### src/rtl/branch_unit.sv
// Branch/hazard sequencer: drives the fetch PC and the pipeline FREEZE/BUBBLE/FLUSH/TAKEN controls.
// Optional BRANCH_STATS_EN adds saturating TAKEN_CNT / STALL_CNT statistics outputs.
module branch_unit (
  input  logic       CLK,
  input  logic       RST_N,
  input  logic       HOLD,
  input  logic       branch_update,
  input  logic [6:0] T4,
  input  logic [7:0] TGT,
  input  logic       CY,
  input  logic       WZ,
  output logic [7:0] PC,
  output logic       FREEZE,
  output logic       BUBBLE,
  output logic       FLUSH,
  output logic       TAKEN
`ifdef BRANCH_STATS_EN
  ,
  output logic [7:0] TAKEN_CNT,
  output logic [7:0] STALL_CNT
`endif
);

  localparam logic [6:0] T4_BR_W = 7'b1000001;
  localparam logic [6:0] T4_BR_C = 7'b1010000;

  typedef enum logic [1:0] {RUN, STALL, REDIR} state_t;

  state_t     state, state_nxt;
  logic [7:0] pc_nxt;
  logic       freeze_nxt, bubble_nxt, flush_nxt, taken_nxt;
  logic       is_br_w, is_br_c, br_taken;

  // Branch decode is qualified by branch_update; any other T4 is ordinary flow.
  always_comb begin
    is_br_w  = branch_update && (T4 == T4_BR_W);
    is_br_c  = branch_update && (T4 == T4_BR_C);
    br_taken = (is_br_w && WZ) || (is_br_c && CY);
  end

  always_ff @(posedge CLK or negedge RST_N) begin
    if (!RST_N) begin
      state  <= RUN;
      PC     <= 8'h00;
      FREEZE <= 1'b0;
      BUBBLE <= 1'b0;
      FLUSH  <= 1'b0;
      TAKEN  <= 1'b0;
    end else begin
      state  <= state_nxt;
      PC     <= pc_nxt;
      FREEZE <= freeze_nxt;
      BUBBLE <= bubble_nxt;
      FLUSH  <= flush_nxt;
      TAKEN  <= taken_nxt;
    end
  end

  always_comb begin
    state_nxt = state;
    case (state)
      RUN, STALL: begin
        if (br_taken)  state_nxt = REDIR;
        else if (HOLD) state_nxt = STALL;
        else           state_nxt = RUN;
      end
      REDIR:   state_nxt = RUN;
      default: state_nxt = RUN;
    endcase
  end

  // A taken branch outranks HOLD, so FLUSH and BUBBLE are mutually exclusive by construction.
  always_comb begin
    pc_nxt     = PC + 8'd1;
    freeze_nxt = 1'b0;
    bubble_nxt = 1'b0;
    flush_nxt  = 1'b0;
    taken_nxt  = 1'b0;
    case (state)
      RUN, STALL: begin
        if (br_taken) begin
          pc_nxt    = TGT;
          flush_nxt = 1'b1;
          taken_nxt = 1'b1;
        end else if (HOLD) begin
          pc_nxt     = PC;
          freeze_nxt = 1'b1;
          bubble_nxt = 1'b1;
        end
      end
      default: ;
    endcase
  end

`ifdef BRANCH_STATS_EN
  // Counters advance with the registered pulse they count, so they track TAKEN/FREEZE exactly.
  always_ff @(posedge CLK or negedge RST_N) begin
    if (!RST_N) begin
      TAKEN_CNT <= 8'h00;
      STALL_CNT <= 8'h00;
    end else begin
      if (taken_nxt && (TAKEN_CNT != 8'hFF))  TAKEN_CNT <= TAKEN_CNT + 8'd1;
      if (freeze_nxt && (STALL_CNT != 8'hFF)) STALL_CNT <= STALL_CNT + 8'd1;
    end
  end
`endif

endmodule

### config.mk
export PLATFORM = sky130hd
export DESIGN_NAME = branch_unit
export DESIGN_NICKNAME = d
export VERILOG_FILES = /design/src/rtl/branch_unit.sv
export SDC_FILE = /design/constraint.sdc
export NUM_CORES = 1
export LEC_CHECK = 0
export CAP_MARGIN = 10
export CORE_UTILIZATION = 43
export DETAILED_ROUTE_END_ITERATION = 8
export GPL_ROUTABILITY_DRIVEN = 0
export GPL_TIMING_DRIVEN = 0
export PLACE_DENSITY_LB_ADDON = 0.12
export SLEW_MARGIN = 25
export SYNTH_ARGS = -nofsm -noshare
export SYNTH_HDL_FRONTEND = slang
export SYNTH_SLANG_ARGS = --single-unit
### constraint.sdc
create_clock -name CLK -period 4.6 [get_ports CLK]
set_clock_uncertainty 0.2 [all_clocks]
set_input_delay 0.92 -clock CLK [delete_from_list [all_inputs] [get_ports CLK]]
set_output_delay 0.92 -clock CLK [all_outputs]
set_load 0.02 [all_outputs]
== Word level (Yosys, flattened, before mapping) ==
Index checks and enable logic that the tools add are counted.

* Logic and storage cells: 27
* Output and inout bits: 12
* Register bits: 12
* Input bits: 21

* Add/sub/neg operators: 1
* Multiplexer cells: 11
* Equality and inequality tests: 4
* Reduce and logical (&&, ||, !) cells: 7

{| class="wikitable"
|+ Operators with widths
! cell !! count
|-
| $mux W8 || 3
|-
| $eq A7 B7 Y1 const B || 2
|-
| $add A8 B1 Y8 const B || 1
|-
| $mux W1 || 6
|-
| $logic_and A1 B1 Y1 || 4
|-
| $mux W2 || 2
|-
| $ne A3 B3 Y1 const B || 1
|-
| $eq A2 B1 Y1 const B || 1
|-
| $logic_not A2 Y1 || 1
|-
| $reduce_or A2 Y1 || 1
|-
| $logic_or A1 B1 Y1 || 1
|}

== Depth between registers and ports, before layout ==
* Depth after elaboration: 6
* Gate-level depth with buffers: 5
* Mapped depth without buffers: 5

== Worst setup path before layout ==
Ideal clock, no wire load.

* Path kind: input port to flip-flop
* Start: input T4[5]
* End: register PC[6]
* Library setup time: 0.118 ns
* Arrival time: 1.888 ns
* Required time: 4.282 ns
* Slack: 2.393 ns
* Stages on the path: 5
* Path buffers: 1
* Cells stage by stage: and4bb_2 o2111ai_2 buf_6 mux2i_1 o2bb2a_4

* Longest elaborated chain between the ends: 6
* Elaborated cells between the ends (all ways): 10

{| class="wikitable"
|+ RTL lines
! what !! RTL line !! text
|-
| from (decl) || 8 || <nowiki>input logic [6:0] T4,</nowiki>
|-
| $eq A7 B7 Y1 (on tied branches) || 36, 37 ||
|-
| $logic_and A1 B1 Y1 (on tied branches) || 36, 37 ||
|-
| $logic_and A1 B1 Y1 || 38 || <nowiki>br_taken = (is_br_w && WZ) || (is_br_c && CY);</nowiki>
|-
| $logic_or A1 B1 Y1 (*) || 38 ||
|-
| $mux W8 || 81 || <nowiki>if (br_taken) begin</nowiki>
|-
| $mux W8 || 79 || <nowiki>case (state)</nowiki>
|-
| to (signal assigned) || 51 || <nowiki>PC <= pc_nxt;</nowiki>
|-
| to (decl) || 12 || <nowiki>output logic [7:0] PC,</nowiki>
|}

Every way passes the cells marked *; elsewhere a longest branch is shown, timed or not.
A chain may end at the register's enable or synchronous reset.

== Final worst setup path ==
* Start: input T4[4]
* End: register PC[6]

Same word-level chain as after synthesis.

==> key figures <==
Outcome
  • Status: finished clean

Global routing
  • Initial antenna violation count: 0
  • Grt ovf: 0
  • GRT Overall Usage: 0.1883
  • Largest net degree at the start of global routing: 11
  • First-pass GRT wire length: 2.601 mm
  • Vias in the first global route: 610

Floorplanning
  • Die area: 1847 um2
  • Initial core utilization: 0.4683
  • Chip height: 42.98 um
  • I/O pins: 33
  • Rows: 14
  • Die Width: between 40 and 50 um
  • Core Area: 1541 um2

Power
  • Clk pwr share: 0.175
  • Int Pwr: about 300 uW
  • Combinational share of power: 0.484
  • Total Power: approximately 470 uW
  • Worst IR drop on VDD: 0.3004 mV
  • Leak: 0.0004996 uW
  • Pwr/cell area: 430.6 nW/um2
  • Sw frac: 0.3775
  • NetSw: 178.6 uW
  • Seq pwr share: 0.341

Run
  • Maxcap violations: 0

Setup path
  • Max incr delay on CP: roughly 480 ps
  • Worst r2r src: TAKEN
  • CP Capture Type: flip-flop
  • Crit Path Class: in -> reg
  • Critical Path Source: T4[4]
  • R2R cell count: 5
  • CP max FO: 10
  • R2R setup slack: 2890 ps
  • Critical R2R Capture: PC[4]
  • CP startpoint kind: input pin
  • Crit path arrival time: 2520 ps
  • Worst Path Required: about 4600 ps
  • Worst path slowest cell: clkdlybuf4s50_1
  • CP Cell Sequence: clkdlybuf4s50_1 > and3b_1 > o2111ai_2 > buf_6 > mux2i_1 > o2bb2a_4
  • CP endpoint: PC[6]

Timing
  • Min Tclk post-route: 2547 ps
  • Fin worst setup slack: 2053 ps
  • Fin Hold WS: 342.0 ps
  • Fin. max-slew vios: 0
  • Setup violations, final: 0
  • TNS Setup: 0 ps
  • Achievable Freq: 392.6 MHz
  • RSZ-0062 raised after global routing: no
  • Final period utilization: 0.5537
  • Final Hold Viols: 0
  • Worst Tran Pin Value: 462.9 ps
  • Slew HR: 0.6904

Place
  • Pre-CTS WS: 1801 ps
  • PortBufs: 32
  • DP Cell Count: 115
  • Hpwl dp: around 1.3 mm

Drt
  • Remaining DRCs: 0
  • Final WL: between 1.5 and 2 mm
  • Final ANT Viol Nets: 0
  • TritonRoute pass-1 iters: 4
  • DR iter-0 viols: 8
  • Vias after detailed routing: 687
  • Routed WL per cell: 13.99 um
  • Number of vias per cell: around 5.8

Logic synthesis
  • Post-synth ARST share: 1.000
  • Synth cell types: 34
  • Primary FF master, synth: dfrtp_1
  • Sequential area share after synthesis: 0.3466
  • Synth Warn #: 0
  • Synthesized Nets: 89
  • Post-synthesis cell area: 721.9 um2
  • Number of synthesized flops with an enable pin: 0
  • Mean Syn Cell Area: ~11 um2
  • Synthesis-stage register bit count: 10
  • Mapped Cells: 67

Finish
  • Area Overhead vs Synth: 52.17%
  • Layout net count: 126
  • Register Area: 250.2 um2
  • Layout cell share with drive strength beyond 1: 0.1748
  • Multi-input logic area: 414.1 um2
  • Fillcell total: 118
  • Most common cell after layout, fill and taps aside: clkdlybuf4s50_1
  • Most frequent cells in the layout: clkdlybuf4s50_1, dfrtp_1, nand2_1
  • N_diodes: 0
  • Non-Filler Instances: between 100 and 150

Clock tree
  • Root Driver: clkbuf_4
  • Clk_lat worst skew: between 200 and 300 ps
  • Clock Tree Buf Depth: 2
  • Post-CTS setup buffer count: 0
  • H-tree levels: 1
  • Number of CTS-inserted buffers: 3
  • Clock sinks: 10
  • CTS resizes: 0
  • Hold buffer count at CTS: 0
  • CTS tree: yes
  • Clk slew on worst S/H paths: ~70 ps

Worst hold path
  • Hold Crit Class: reg -> reg
-- how the worst min path moves through the flow --
stage | slack, ps | startpoint | endpoint | cells after the start
floorplan | 420 | RST_N | BUBBLE | 0
global placement | 320 | PC[7] | PC[7] | 1
detailed placement | 330 | PC[7] | PC[7] | 1
CTS | 340 | PC[7] | PC[7] | 1
global route | 370 | PC[7] | PC[7] | 1
finish | 340 | PC[7] | PC[7] | 1
-- final cells by class --
cell class | instances | share of cell area
well taps | 16 | 0.01822
plain buffers | 4 | 0.02733
flip-flops and latches | 10 | 0.2278
inverters | 6 | 0.02506
repair buffers | 32 | 0.2916
multi-input cells | 47 | 0.3770
clock buffers | 4 | 0.03303
-- power by group through the flow --
stage | clock (uW) | combinational (uW) | sequential (uW)
floorplan | 0 | 90.5 | 194
global placement | 0 | 224 | 160
detailed placement | 0 | 229 | 161
CTS | 82.8 | 231 | 160
global route | 87.7 | 248 | 167
finish | 82.8 | 229 | 161
-- cells in the mapped netlist (2+ instances only) --
cell type / n / share of area
dfrtp_1: 10 / 0.35
nand2_1: 6 / 0.031
inv_1: 5 / 0.026
a2bb2oi_1: 4 / 0.049
mux2i_1: 4 / 0.055
nand3_1: 3 / 0.021
buf_4: 2 / 0.021
mux2_2: 2 / 0.031
nand4_1: 2 / 0.017
nor3_1: 2 / 0.014
o2111a_1: 2 / 0.031
o22ai_1: 2 / 0.017
o2bb2a_4: 2 / 0.055
-- stage by stage --
stage,utilization,cell area (um2)
after floorplan,-,721.9
after global placement,0.6891,1062
after detailed placement,0.6891,1062
after CTS,0.7127,1099
after global routing,0.7127,1099
final,0.7127,1099
-- routing by layer --
metal,global-route usage,part of all wire,vias up
li1,-,-,330
met1,0.2264,0.43,321
met2,0.3182,0.48,31
met3,0.03830,0.082,5
met4,0.09091,0.015,0
met5,0,0,-
-- kinds of logic after synthesis --
kind of cell,share of synthesized area
AO/OA/AOI/OAI,0.2530
XOR/XNOR,0.01213
adder cells (fa/ha/maj),0.01733
buffers and inverters,0.07972
flip-flops,0.3466
multiplexers,0.08666
AND/OR/NAND/NOR,0.2045
-- sequential cells by signal, indices dropped and copies added (netlist names) --
register / count
TAKEN: 1
BUBBLE: 1
PC: 8
-- worst max-delay path: cells and delay by family --
family | cells | cell delay, ps
mux | 1 | 260
compound gates | 2 | 420
simple gates | 1 | 230
buf+inv | 2 | 670
(Power assumes the default switching activity.)
